### config.mk
export PLATFORM = sky130hd
export DESIGN_NAME = debounce_edge
export DESIGN_NICKNAME = d
export VERILOG_FILES = /design/src/rtl/debounce_edge_pkg.sv /design/src/rtl/dbnc_timer.sv /design/src/rtl/debounce_edge.sv
export SDC_FILE = /design/constraint.sdc
export NUM_CORES = 1
export LEC_CHECK = 0
export BUFFER_PORTS_ARGS = -buffer_cell sky130_fd_sc_hd__buf_2
export CAP_MARGIN = 0
export CELL_PAD_IN_SITES_DETAIL_PLACEMENT = 1
export CELL_PAD_IN_SITES_GLOBAL_PLACEMENT = 2
export CORE_MARGIN = 2
export CORE_UTILIZATION = 29
export DETAILED_ROUTE_END_ITERATION = 10
export PLACE_DENSITY = 0.77
export SETUP_SLACK_MARGIN = 0.5
export SLEW_MARGIN = 20
export SYNTH_ARGS = -nofsm -noshare
export SYNTH_HDL_FRONTEND = slang
export SYNTH_SLANG_ARGS = --single-unit
### constraint.sdc
create_clock -name clk -period 1.41 [get_ports clk]
set_clock_uncertainty 0.1 [all_clocks]
set_input_delay 0.0705 -clock clk [delete_from_list [all_inputs] [get_ports clk]]
set_output_delay 0.0705 -clock clk [all_outputs]
set_load 0.02 [all_outputs]
### src/rtl/debounce_edge_pkg.sv
// Shared definitions for the debounce/edge-detect block: state encodings,
// default debounce length and the timer width helper.
package debounce_edge_pkg;

    localparam logic [1:0] S_LOW    = 2'd0;
    localparam logic [1:0] S_WAIT_H = 2'd1;
    localparam logic [1:0] S_HIGH   = 2'd2;
    localparam logic [1:0] S_WAIT_L = 2'd3;

    localparam int DB_CYCLES_DEFAULT = 4;

    function automatic int timer_width(input int db_cycles);
        int w;
        w = $clog2(db_cycles);
        return (w < 1) ? 1 : w;
    endfunction

endpackage

### src/rtl/dbnc_timer.sv
// Debounce qualification timer: counts stable cycles while a new input value
// is being confirmed; done flags the last qualifying cycle.
module dbnc_timer
    import debounce_edge_pkg::*;
#(
    parameter int DB_CYCLES = DB_CYCLES_DEFAULT
) (
    input  logic clk,
    input  logic rst,
    input  logic clear,
    input  logic inc,
    output logic done
);

    localparam int TW = timer_width(DB_CYCLES);

    logic [TW-1:0] count_q, count_d;

    always_comb begin
        count_d = count_q;
        if (clear) begin
            count_d = '0;
        end else if (inc) begin
            count_d = count_q + 1'b1;
        end
    end

    always_ff @(posedge clk or posedge rst) begin
        if (rst) begin
            count_q <= '0;
        end else begin
            count_q <= count_d;
        end
    end

    assign done = (count_q == TW'(DB_CYCLES - 1));

endmodule

### src/rtl/debounce_edge.sv
// Glitch filter for a slow single-bit input with registered rise/fall pulses
// and a count of accepted rising edges.
//
//   state    | meaning
//   S_LOW    | level 0, input stable low
//   S_WAIT_H | level 0, input seen high, qualifying
//   S_HIGH   | level 1, input stable high
//   S_WAIT_L | level 1, input seen low, qualifying
module debounce_edge
    import debounce_edge_pkg::*;
#(
    parameter int DB_CYCLES = DB_CYCLES_DEFAULT,
    parameter int CW        = 8
) (
    input  logic          clk,
    input  logic          rst,
    input  logic          din,
    input  logic          en,
    input  logic          clr,
    output logic          level,
    output logic          rise,
    output logic          fall,
    output logic          busy,
    output logic [CW-1:0] edge_cnt
);

    logic          din_r_q;
    logic [1:0]    state_q, state_d;
    logic          rise_q, rise_d;
    logic          fall_q, fall_d;
    logic [CW-1:0] edge_cnt_q, edge_cnt_d;
    logic          tmr_clear, tmr_inc, tmr_done;

    dbnc_timer #(
        .DB_CYCLES (DB_CYCLES)
    ) u_timer (
        .clk   (clk),
        .rst   (rst),
        .clear (tmr_clear),
        .inc   (tmr_inc),
        .done  (tmr_done)
    );

    always_comb begin
        state_d   = state_q;
        tmr_clear = 1'b0;
        tmr_inc   = 1'b0;
        rise_d    = 1'b0;
        fall_d    = 1'b0;
        if (en) begin
            case (state_q)
                S_LOW: begin
                    if (din_r_q) begin
                        state_d   = S_WAIT_H;
                        tmr_clear = 1'b1;
                    end
                end
                S_WAIT_H: begin
                    if (!din_r_q) begin
                        state_d   = S_LOW;
                        tmr_clear = 1'b1;
                    end else if (tmr_done) begin
                        state_d   = S_HIGH;
                        rise_d    = 1'b1;
                        tmr_clear = 1'b1;
                    end else begin
                        tmr_inc   = 1'b1;
                    end
                end
                S_HIGH: begin
                    if (!din_r_q) begin
                        state_d   = S_WAIT_L;
                        tmr_clear = 1'b1;
                    end
                end
                S_WAIT_L: begin
                    if (din_r_q) begin
                        state_d   = S_HIGH;
                        tmr_clear = 1'b1;
                    end else if (tmr_done) begin
                        state_d   = S_LOW;
                        fall_d    = 1'b1;
                        tmr_clear = 1'b1;
                    end else begin
                        tmr_inc   = 1'b1;
                    end
                end
                default: begin
                    state_d   = S_LOW;
                    tmr_clear = 1'b1;
                end
            endcase
        end
    end

    // clr takes priority over a coincident rise
    always_comb begin
        edge_cnt_d = edge_cnt_q;
        if (clr) begin
            edge_cnt_d = '0;
        end else if (rise_d) begin
            edge_cnt_d = edge_cnt_q + 1'b1;
        end
    end

    always_ff @(posedge clk or posedge rst) begin
        if (rst) begin
            din_r_q    <= 1'b0;
            state_q    <= S_LOW;
            rise_q     <= 1'b0;
            fall_q     <= 1'b0;
            edge_cnt_q <= '0;
        end else begin
            din_r_q    <= din;
            state_q    <= state_d;
            rise_q     <= rise_d;
            fall_q     <= fall_d;
            edge_cnt_q <= edge_cnt_d;
        end
    end

    // Encoding puts the debounced level in bit 1 and "qualifying" in bit 0.
    assign level    = state_q[1];
    assign busy     = state_q[0];
    assign rise     = rise_q;
    assign fall     = fall_q;
    assign edge_cnt = edge_cnt_q;

endmodule

# Word level (Yosys, flattened, before mapping)
# Cells that the tools add are included.
# word_totals
ff_bits	15
out_inout_bits	12
elab_cells	49
# op_classes
addsub	2
eq_ne	8
n_mux	29
n_reduce_logical	4
# op_table
operator	count
1-bit two-way mux	16
2-bit two-way mux	8
8-bit two-way mux	2
8-bit by 1-bit adder with 8-bit output (second input constant)	1
2-bit case mux with 4 select lines	1
2-bit equality test (second input constant)	3
3-bit != test (second input constant)	2
5-bit AND reduction	1
2-bit != test (second input constant)	2
1-bit case mux with 4 select lines	1
2-bit nonzero test	2
2-bit by 1-bit adder with 2-bit output (second input constant)	1
2-bit by 1-bit equality test with 1-bit output (second input constant)	1
2-bit zero test	1
1-bit case mux with 2 select lines	1

# Longest topological paths before layout
# Gate-level depths: netlist (run 1).
# logic_depth
word_depth	7
depth_mapped	5
mapped_depth_nobuf	4

# Cells and area by module
# Synthesis (run 1) repeated with hierarchy kept, for this count alone.
# unflattened
cells_unflattened	73
hier_area_um2	753.2
# by_module_without_submodules
mod	instances	cells_each	area_per_inst_um2	seq_area_each_um2
debounce_edge	1	65	660.6	325.3
dbnc_timer	1	8	92.6	50.0

# Worst setup path after synthesis (run 1)
# No wires, ideal clock.
# synth_timing
path_type	reg2reg
from	register edge_cnt_q[0], in the netlist edge_cnt[0]
to	register edge_cnt_q[4], in the netlist edge_cnt[4]
setup_ns	0.078
arrival_time_ns	1.414
required_time_ns	1.232
setup_slack_ns	-0.181
path_stages_with_launch	5
cell_sequence	dfrtp_1 ha_1 nand3b_1 or4_1 a21oi_1
# synth_via
elab_chain_len	3
# synth_rtl
element	line_no	rtl
start: declaration	debounce_edge.sv:31	logic [CW-1:0] edge_cnt_q, edge_cnt_d;
start signal: assignment	debounce_edge.sv:118	edge_cnt_q <= edge_cnt_d;
8-bit by 1-bit adder with 8-bit output	debounce_edge.sv:102	edge_cnt_d = edge_cnt_q + 1'b1;
8-bit two-way mux	debounce_edge.sv:101	end else if (rise_d) begin
8-bit two-way mux	debounce_edge.sv:99	if (clr) begin
# Every way passes these cells. The select of a mux whose other input is x is not followed.
# A chain may end at the register's enable or synchronous reset.

# Worst setup path after layout (run 1)
# layout_timing
from	register u_timer.count_q[1]
to	register edge_cnt_q[1], in the netlist edge_cnt[1]
# layout_via
elab_chain_len	6
# layout_rtl
element	line_no	rtl
start: declaration	dbnc_timer.sv:17	logic [TW-1:0] count_q, count_d;
start signal: assignment	dbnc_timer.sv:32	count_q <= count_d;
2-bit equality test	dbnc_timer.sv:36	assign done = (count_q == TW'(DB_CYCLES - 1));
1-bit two-way mux	debounce_edge.sv:62	end else if (tmr_done) begin
1-bit two-way mux	debounce_edge.sv:59	if (!din_r_q) begin
1-bit two-way mux	debounce_edge.sv:51	case (state_q)
1-bit two-way mux	debounce_edge.sv:50	if (en) begin
2-bit nonzero test (no source line)	n/a	
# Every way passes these cells.

==> results.yml, run 1 <==
yosys:
  synthArstFlopShare_pct: 100
  synth_area_sq_um: 743
  seq_area_frac_synth_pct: 50.5
  syn_area_per_cell_sq_um: 10.9
  yosysWarnings: 0
  syn_inst: 68
  syn_nets: 75
  synth_cell_types: 25
  synth_seq_cells: 15
  synthFlopType: "dfrtp_1"
  synth_enable_flop_cells: 0
critical_path:
  crit_top_cell: "buf_6"
  critical_path_buf_inv_count: 2
  startpoint_type: "register"
  cp.depth: 6
  rrSetupSlack_ps: -170
  crit_path_end_kind: "register"
  critical-path-top-delay-family: "compound AO/OA/AOI/OAI gates"
  timing.rr.start: "u_timer.count_q[1]"
  cp_slowest_cell: "dfrtp_1"
  required_ps: 1470
  worstPathArrival_ps: 1650
  worstRegToRegCells: 6
  cp_max_fo: 5
  slowest_delay_ps: 410
  crit_type: "register to register"
  worstSetupStartpoint: "u_timer.count_q[1]"
  worstReg2RegEnd: "edge_cnt[1]"
  critical_path.cell_chain: "ha_4 > nand3_4 > buf_6 > buf_6 > o21ai_0 > a21oi_2"
  endpoint: "edge_cnt[1]"
clock_tree:
  cts_inserted_buffers: 3
  cts_tree: "done"
  ctsHoldBuffers: 2
  clockRootBuffer: "clkbuf_4"
  cts.clk_slew.worst_paths_ps: 100
  clk_path_buf_depth: 2
  h-tree-depth: 1
  insertion_delay_ps: 280
  clock_sinks: 15
layout:
  area_growth_pct: 79.6
  ff_latch_area_sq_um: 385
  nFillCells: 262
  multi_input_area_sq_um: 504
  n_antenna_cell: 0
  drive_above_1_share_pct: 71.3
  mostFrequentLayoutCells: "buf_6 (23), buf_4 (10), dfrtp_2 (8), dfrtp_1 (7), a21oi_2 (6)"
  final_nets: 116
  final_common_cell: "buf_6"
timing:
  maxSlewHeadroom_pct: 58.8
  rsz0062_at_grt: "yes"
  final-setup-viol-count: 8
  layout_min_cycle_time_ps: 1580
  worst_pin_slew_ps: 617
  hold_violations: 15
  finalWorstSetupSlack_ps: -171
  min_period_over_period_pct: 112
  drv_slew: 0
  fmax_mhz: 632
  whs_ps: -254
floorplanning:
  io_pins: 17
  die-area_sq_um: 2980
  start_util_pct: 30.3
  core_area_sq_um: 2450
  rows: 18
  die_h_um: 54.6
  die_w_um: 54.6
global_routing:
  grt_pass1_vias: 735
  grtUsageTotal_pct: 16.3
  grt_overflow_total: 0
  grt_pass1_wl_mm: 3.31
  grt_antenna_before_repair: 0
  grt_max_degree: 16
power:
  internal-power_uw: 827
  power_mw: 1.22
  p_comb_share_pct: 34.4
  seq_power_share_pct: 44.2
  clockPowerShare_pct: 21.4
  p_per_area_nw_per_um2: 911
  netSwitchingFraction_pct: 32.0
  power_leakage_nw: 0.556
  power.switching_uw: 389
  ir_drop_mv: 0.545
worst_hold_path:
  min_path_type: "primary input to asynchronous set/reset pin"
routing:
  first_pass_iters: 4
  drt-total-wl_mm: 2.37
  post_drt_wl_per_cell_um: 17.2
  route.detailed.drc: 0
  vias_per_cell: 5.08
  final_antenna_net_count: 0
  vias: 701
  drtIter0Drc: 5
flow_run:
  max_cap_violations: 0
placed_design:
  routabilityCongestion: 0.754
  io_buffer_count: 16
  hpwlAfterDp_mm: 1.54
status:
  violations: "hold timing, setup timing"
  status: "complete, but fails checks"
-- power groups by stage --
stage | Sequential (mW) | Clock, mW | Combinational [mW]
2_1_floorplan | 0.569 | 0 | 0.154
3_3_place_gp | 0.539 | 0 | 0.300
3_5_place_dp | 0.545 | 0 | 0.309
4_1_cts | 0.540 | 0.254 | 0.382
5_1_grt | 0.542 | 0.277 | 0.464
6_report | 0.538 | 0.260 | 0.419
-- cell usage after synthesis, types with 2 or more instances --
library cell,n,area [sq um]
dfrtp_1,15,375
a21oi_1,9,45.0
o31ai_1,5,37.5
or4_1,5,37.5
nand2_1,4,15.0
o21ai_0,4,20.0
mux2_2,3,33.8
or3_1,3,18.8
buf_2,2,10.0
ha_1,2,25.0
inv_1,2,7.51
-- per-layer routing --
| layer | track usage, % | vias up | routed length (um) |
|---|---|---|---|
| met4 | 7.50 | 0 | 70 |
| li1 | - | 332 | - |
| met5 | 0 | - | 0 |
| met1 | 18.0 | 347 | 952 |
| met3 | 2.46 | 6 | 49 |
| met2 | 30.2 | 16 | 1300 |
-- metrics by stage --
stage / instances / cell area [sq um] / setup TNS, ps / setup WS [ps] / util (%)
CTS: 136 / 1250 / -504 / -87.9 / 50.9
finish: 138 / 1340 / -659 / -171 / 54.4
floorplan: 68 / 818 / -127 / -37.3 / -
detailed placement: 125 / 1020 / -530 / -109 / 41.5
global placement: 125 / 1020 / -209 / -62.8 / 41.5
global route: 138 / 1340 / -1120 / -238 / 54.4
-- registers in the layout, summed over array words and instances (netlist names), named ones only --
| register | flops |
|---|---|
| u_timer.count_q | 2 |
| rise | 1 |
| fall | 1 |
| edge_cnt | 8 |
| state_q | 1 |
| din_r_q | 1 |
-- how the worst min path moves through the flow --
| stage | start | endpoint | slack (ps) | cells after the start |
|---|---|---|---|---|
| 3_3_place_gp | rst | din_r_q | 70 | 2 |
| 2_1_floorplan | rst | din_r_q | -130 | 1 |
| 6_report | rst | u_timer.count_q[0] | -250 | 2 |
| 3_5_place_dp | rst | din_r_q | 70 | 2 |
| 5_1_grt | rst | fall | -220 | 2 |
| 4_1_cts | rst | fall | -230 | 2 |
-- cell families after synthesis --
kind of cell | share of synthesized area (%)
fa+ha+maj | 3.37
flops | 50.5
mux | 4.55
xor+xnor | 2.36
compound gates | 15.0
simple gates | 21.4
buf+inv | 2.86
-- repair_timing --
| item | in CTS | in global routing |
|---|---|---|
| resized for setup | 41 | 18 |
| endpoints found under the setup margin | 26 | 26 |
| setup buffers | 5 | 2 |
| hold endpoints to repair | 24 | 15 |
| pin swaps | 7 | 9 |
-- area by class of cell --
cell class                      instances  area share (%)
Multi-Input combinational cell         48            37.8
Sequential cell                        15            28.9
Inverter                                2           0.562
Clock buffer                            4            1.97
Timing Repair Buffer                   39            28.0
Tap cell                               30            2.81
No activity file was read; power rests on OpenSTA's default activity.
==> run 2: changes to the inputs <==
--- a/config.mk
+++ b/config.mk
@@ -5,11 +5,10 @@
 export SDC_FILE = /design/constraint.sdc
 export NUM_CORES = 1
 export LEC_CHECK = 0
-export BUFFER_PORTS_ARGS = -buffer_cell sky130_fd_sc_hd__buf_2
+export BUFFER_PORTS_ARGS = -buffer_cell sky130_fd_sc_hd__clkbuf_2
 export CAP_MARGIN = 0
 export CELL_PAD_IN_SITES_DETAIL_PLACEMENT = 1
 export CELL_PAD_IN_SITES_GLOBAL_PLACEMENT = 2
-export CORE_MARGIN = 2
 export CORE_UTILIZATION = 29
 export DETAILED_ROUTE_END_ITERATION = 10
 export PLACE_DENSITY = 0.77
==> run 2 against run 1 <==
Net effect: the run still ends with hold timing, setup timing left; total power rose by 5.6%; cell count rose by 0.72%; core utilization rose by 4.4 points; non-clock buffer count rose by 3; critical path type unchanged; critical endpoint is now edge_cnt[5]; highest routed layer unchanged.
==> results.yml, run 2 (synthesized netlist as in run 1, its figures left out) <==
critical_path:
  slowest_delay_ps: 510
  critical_path.cell_chain: "nand4b_4 > or4_4 > a21oi_2"
  critical-path-top-delay-family: "simple AND/OR/NAND/NOR gates"
  startpoint_type: "register"
  cp.depth: 3
  cp_slowest_cell: "or4_4"
  rrSetupSlack_ps: -90
  worstReg2RegEnd: "edge_cnt[5]"
  required_ps: 1530
  cp_max_fo: 5
  worstPathArrival_ps: 1630
  crit_path_end_kind: "register"
  critical_path_buf_inv_count: 0
  endpoint: "edge_cnt[5]"
  crit_type: "register to register"
  worstRegToRegCells: 3
timing:
  maxSlewHeadroom_pct: 60.6
  final-setup-viol-count: 9
  hold_violations: 22
  worst_pin_slew_ps: 590
  drv_slew: 0
  rsz0062_at_grt: "yes"
  whs_ps: -288
  fmax_mhz: 665
  layout_min_cycle_time_ps: 1500
  finalWorstSetupSlack_ps: -93.5
  fin_setup_tns_ps: -544
  min_period_over_period_pct: 107
worst_hold_path:
  min_path_type: "primary input to asynchronous set/reset pin"
global_routing:
  grt_overflow_total: 0
  grtUsageTotal_pct: 19.0
  grt_pass1_wl_mm: 3.67
  grt_antenna_before_repair: 0
  grt_max_degree: 16
  grt_pass1_vias: 747
power:
  ir_drop_mv: 0.897
  p_per_area_nw_per_um2: 943
  power_leakage_nw: 0.583
  power_mw: 1.28
routing:
  vias_per_cell: 5.18
  vias: 720
  final_antenna_net_count: 0
  drt-total-wl_mm: 2.25
  routed-wl-met3_um: 63
  met2_length_mm: 1.14
  route.detailed.drc: 0
  post_drt_wl_per_cell_um: 16.2
  first_pass_iters: 3
  wl_met1_mm: 1.02
  drtIter0Drc: 1
  maxUsedRoutingLayer: "met4"
clock_tree:
  cts.clk_slew.worst_paths_ps: 100
  cts_tree: "done"
  clockRootBuffer: "clkbuf_4"
  clk_path_buf_depth: 2
  cts_inserted_buffers: 3
  h-tree-depth: 1
  clock_sinks: 15
  insertion_delay_ps: 290
  ctsHoldBuffers: 1
layout:
  n_antenna_cell: 0
  largest_reg_flops: 8
  final_nets: 119
  final_util_pct: 58.8
  mostFrequentLayoutCells: "buf_4 (15), buf_6 (11), dfrtp_2 (8), dfrtp_1 (7), clkbuf_8 (7)"
  area_growth_pct: 83.3
  drive_above_1_share_pct: 69.4
  nFillCells: 250
  fin_area_sq_um: 1360
  final_common_cell: "buf_4"
placed_design:
  detailed_place.area_sq_um: 1000
  io_buffer_count: 16
  hpwlAfterDp_mm: 1.38
  routabilityCongestion: 0.740
floorplanning:
  start_util_pct: 32.1
  die_h_um: 52.6
  die-area_sq_um: 2770
  core_area_sq_um: 2320
  io_pins: 17
  rows: 17
  die_w_um: 52.6
status:
  violations: "hold timing, setup timing"
  status: "complete, but fails checks"
flow_run:
  max_cap_violations: 0
==> run 2: cell count changes in the layout (fill, tap and decap cells not counted), moves of 2 or more <==
cell      before  now
a21oi_2        6    4
clkbuf_8       0    7
mux2_2         2    0
buf_2          4    0
buf_6         23   11
buf_8          0    4
a21oi_1        3    5
clkbuf_2       0    4
buf_4         10   15
mux2_4         1    3
==> run 2: worst min path at each step <==
stage	to	cells past startpoint
6_report	u_timer.count_q[0]	2
5_1_grt	state_q[0]	2
4_1_cts	u_timer.count_q[1]	2
3_5_place_dp	edge_cnt[4]	2
3_3_place_gp	edge_cnt[4]	2
2_1_floorplan	din_r_q	1
==> run 2: layout make-up <==
cell class                 count  area, sq um  share of cell area (%)
tap                           28         35.0                    2.57
clock buffer                   3         22.5                    1.65
inverter                       2         7.51                   0.551
clock inverter                 1         5.00                   0.367
multi-input combinational     48          484                    35.5
timing repair buffer          42          423                    31.0
sequential                    15          385                    28.3
==> run 2: layer usage <==
metal / track usage [%] / vias up
li1: - / 348
met1: 23.5 / 354
met2: 31.4 / 13
met3: 5.22 / 5
met4: 6.58 / 0
met5: 0 / -
==> run 2: repair_timing <==
action,4_1_cts,5_1_grt
setup endpoints to repair,26,26
resized for setup,37,16
endpoints found under the hold margin,24,20
buffers inserted,8,5
pin swaps,10,7
==> run 2: through the flow <==
stage	hold slack (ps)	worst slack, ps	std cells
after global placement	51.2	-53.8	121
final	-288	-93.5	139
after floorplan	-128	-37.3	68
after global routing	-227	-148	139
after detailed placement	53.1	-93.3	121
after CTS	-275	-95.6	134
==> run 2: power by group <==
group          internal [mW]  leakage (nW)  switching (mW)
logic                  0.294         0.374           0.189
clock network          0.106        0.0177           0.152
registers              0.477         0.191          0.0663
==> run 2: worst register-to-register path, cell delays in order, from the launching register on <==
cell	delay [ps]
dfrtp_2	460
nand4b_4	220
or4_4	510
a21oi_2	150
==> run 3: changes to the inputs <==
--- a/config.mk
+++ b/config.mk
@@ -9,11 +9,12 @@
 export CAP_MARGIN = 0
 export CELL_PAD_IN_SITES_DETAIL_PLACEMENT = 1
 export CELL_PAD_IN_SITES_GLOBAL_PLACEMENT = 2
-export CORE_UTILIZATION = 29
+export CORE_UTILIZATION = 28
 export DETAILED_ROUTE_END_ITERATION = 10
-export PLACE_DENSITY = 0.77
+export PLACE_DENSITY = 0.76
 export SETUP_SLACK_MARGIN = 0.5
 export SLEW_MARGIN = 20
 export SYNTH_ARGS = -nofsm -noshare
 export SYNTH_HDL_FRONTEND = slang
+export SYNTH_HIERARCHICAL = 1
 export SYNTH_SLANG_ARGS = --single-unit
==> run 3 against run 2 <==
Net effect: the flow still finishes with violations (hold timing, setup timing); routed wire length is 0.67% higher; synthesized area grew 1.3%; sequential share of layout area up 0.089 points; highest routed layer unchanged; clock-buffer cell count is the same; non-clock buffer count grew 4; cell area decreased by 1.3%; global-route usage fell by 0.51 points; worst setup slack worse by 78 ps; maximum frequency decreased by 4.9%; via count rose by 3.1%; first-iteration DRC count grew to 10 times the previous value.
==> results.yml, run 3 <==
timing:
  finalWorstSetupSlack_ps: -171
  final-setup-viol-count: 10
  worst_pin_slew_ps: 304
  layout_min_cycle_time_ps: 1580
  fmax_mhz: 632
  drv_slew: 0
  maxSlewHeadroom_pct: 79.7
  hold_violations: 6
  whs_ps: -44.8
  rsz0062_at_grt: "yes"
  min_period_over_period_pct: 112
yosys:
  synthFlopType: "dfrtp_1"
  synth_seq_cells: 15
  synth_commonest_cells: "dfrtp_1 (15), a21oi_1 (7), inv_1 (5), o31ai_1 (5), or4_1 (5)"
  seq_area_frac_synth_pct: 49.8
  syn_area_per_cell_sq_um: 10.3
  synth_area_sq_um: 753
  syn_inst: 73
  synthMostInstantiatedCell: "dfrtp_1"
  synth_top_area_share_pct: 49.8
  synth.largest_area_cell: "dfrtp_1"
  synthArstFlopShare_pct: 100
  synth_cell_types: 29
  synth_area_leaders: "dfrtp_1 (50%), o31ai_1 (5.0%), or4_1 (5.0%)"
  yosysWarnings: 6
  synth_enable_flop_cells: 0
  syn_nets: 80
power:
  power.switching_uw: 314
  p_per_area_nw_per_um2: 791
  netSwitchingFraction_pct: 29.5
  power_leakage_nw: 0.584
  ir_drop_mv: 0.745
  clockPowerShare_pct: 24.6
  power_mw: 1.06
  internal-power_uw: 750
  seq_power_share_pct: 46.5
  p_comb_share_pct: 28.8
critical_path:
  startpoint_type: "register"
  required_ps: 1530
  cp_max_fo: 7
  timing.rr.start: "u_timer/count_q[1]"
  crit_type: "register to register"
  worstPathArrival_ps: 1700
  crit_path_end_kind: "register"
  worstSetupStartpoint: "u_timer/count_q[1]"
floorplanning:
  rows: 18
  start_util_pct: 30.1
  die_w_um: 53.9
  die_h_um: 53.9
  die-area_sq_um: 2900
  io_pins: 17
  core_area_sq_um: 2500
clock_tree:
  clk_path_buf_depth: 2
  clock_sinks: 15
  cts.clk_slew.worst_paths_ps: 100
  clockRootBuffer: "clkbuf_4"
  cts_tree: "done"
  insertion_delay_ps: 290
  cts_inserted_buffers: 3
  h-tree-depth: 1
status:
  violations: "hold timing, setup timing"
  status: "complete, but fails checks"
routing:
  vias: 742
  final_antenna_net_count: 0
  vias_per_cell: 4.95
  drt-total-wl_mm: 2.27
  post_drt_wl_per_cell_um: 15.1
  route.detailed.drc: 0
  drtIter0Drc: 10
  first_pass_iters: 3
global_routing:
  grt_pass1_wl_mm: 3.68
  grt_max_degree: 14
  grt_pass1_vias: 772
  grt_antenna_before_repair: 0
  grt_overflow_total: 0
  grtUsageTotal_pct: 18.5
layout:
  nFillCells: 272
  area_growth_pct: 78.6
  fin_area_sq_um: 1350
  final_nets: 128
  mostFrequentLayoutCells: "buf_4 (16), buf_6 (11), dfrtp_1 (10), buf_8 (7), a21oi_1 (6)"
  largest_reg_flops: 8
  n_antenna_cell: 0
  drive_above_1_share_pct: 54.2
  final_common_cell: "buf_4"
placed_design:
  detailed_place.area_sq_um: 1030
  io_buffer_count: 16
  hpwlAfterDp_mm: 1.55
  routabilityCongestion: 0.768
worst_hold_path:
  worstHoldStart: "clr"
  min_path_type: "primary input to register"
flow_run:
  max_cap_violations: 0
## run 3: cells by family (layout without fill, tap and decap cells)
| group | count (synthesis) | in the layout | share of synthesized area, % |
|---|---|---|---|
| mux | 2 | 2 | 2.82 |
| flops | 15 | 15 | 49.8 |
| simple gates | 26 | 26 | 21.4 |
| compound gates | 18 | 18 | 15.3 |
| fa+ha+maj | 2 | 2 | 3.32 |
| buf+inv | 8 | 55 | 4.98 |
| xor+xnor | 2 | 2 | 2.33 |
## run 3: timing repair
item / CTS / global route
buffers inserted: 4 / 3
endpoints found under the hold margin: 24 / 1
endpoints found under the setup margin: 26 / 39
hold buffers: 3 / 1
gates resized for setup: 39 / 13
pin swaps: 9 / 0
## run 3: path summary, 6_finish.rpt
path,end,slack (ps),cells past startpoint
max,edge_cnt[5],-170,4
min,edge_cnt[0],-40,2
max reg2reg,edge_cnt[5],-170,4
min reg2reg,edge_cnt[7],480,2
max in group asynchronous,edge_cnt[1],790,3
min in group asynchronous,u_timer/count_q[1],90,3
## run 3: per-layer routing
layer | vias up | wire length [um] | global-route usage [%]
met5 | - | 0 | 0
met4 | 0 | 36 | 7.89
met3 | 5 | 45 | 3.39
met2 | 11 | 1220 | 32.1
met1 | 361 | 967 | 22.1
li1 | 365 | - | -
## run 3: worst max-delay path, stage by stage, from the launching register on
cell and delay (ps):
dfrtp_1 410, ha_4 180, nand4b_4 140, or4_4 510, a21oi_2 150
## run 3: final cells by class
type	count	area, sq um	share of cell area, %
multi-input cells	50	412	30.6
well taps	30	37.5	2.79
inverters	5	22.5	1.67
repair buffers	46	464	34.5
clock buffers	3	22.5	1.67
flip-flops and latches	15	382	28.4
clock inverters	1	5.00	0.372
## run 3: power by group through the flow
stage               clock (mW)  sequential (mW)  combinational [mW]
finish                   0.262            0.495               0.307
global route             0.276            0.499               0.337
CTS                      0.263            0.493               0.277
detailed placement           0            0.501               0.217
global placement             0            0.499               0.207
floorplan                    0            0.513               0.101
## run 3: per-stage QoR
step	worst slack [ps]	TNS (ps)	instances	utilization, %
detailed placement	-141	-795	135	41.1
finish	-171	-745	150	53.8
global placement	-95.3	-378	135	41.1
floorplan	-86.6	-369	73	-
global route	-217	-1340	150	53.8
CTS	-136	-560	146	51.4
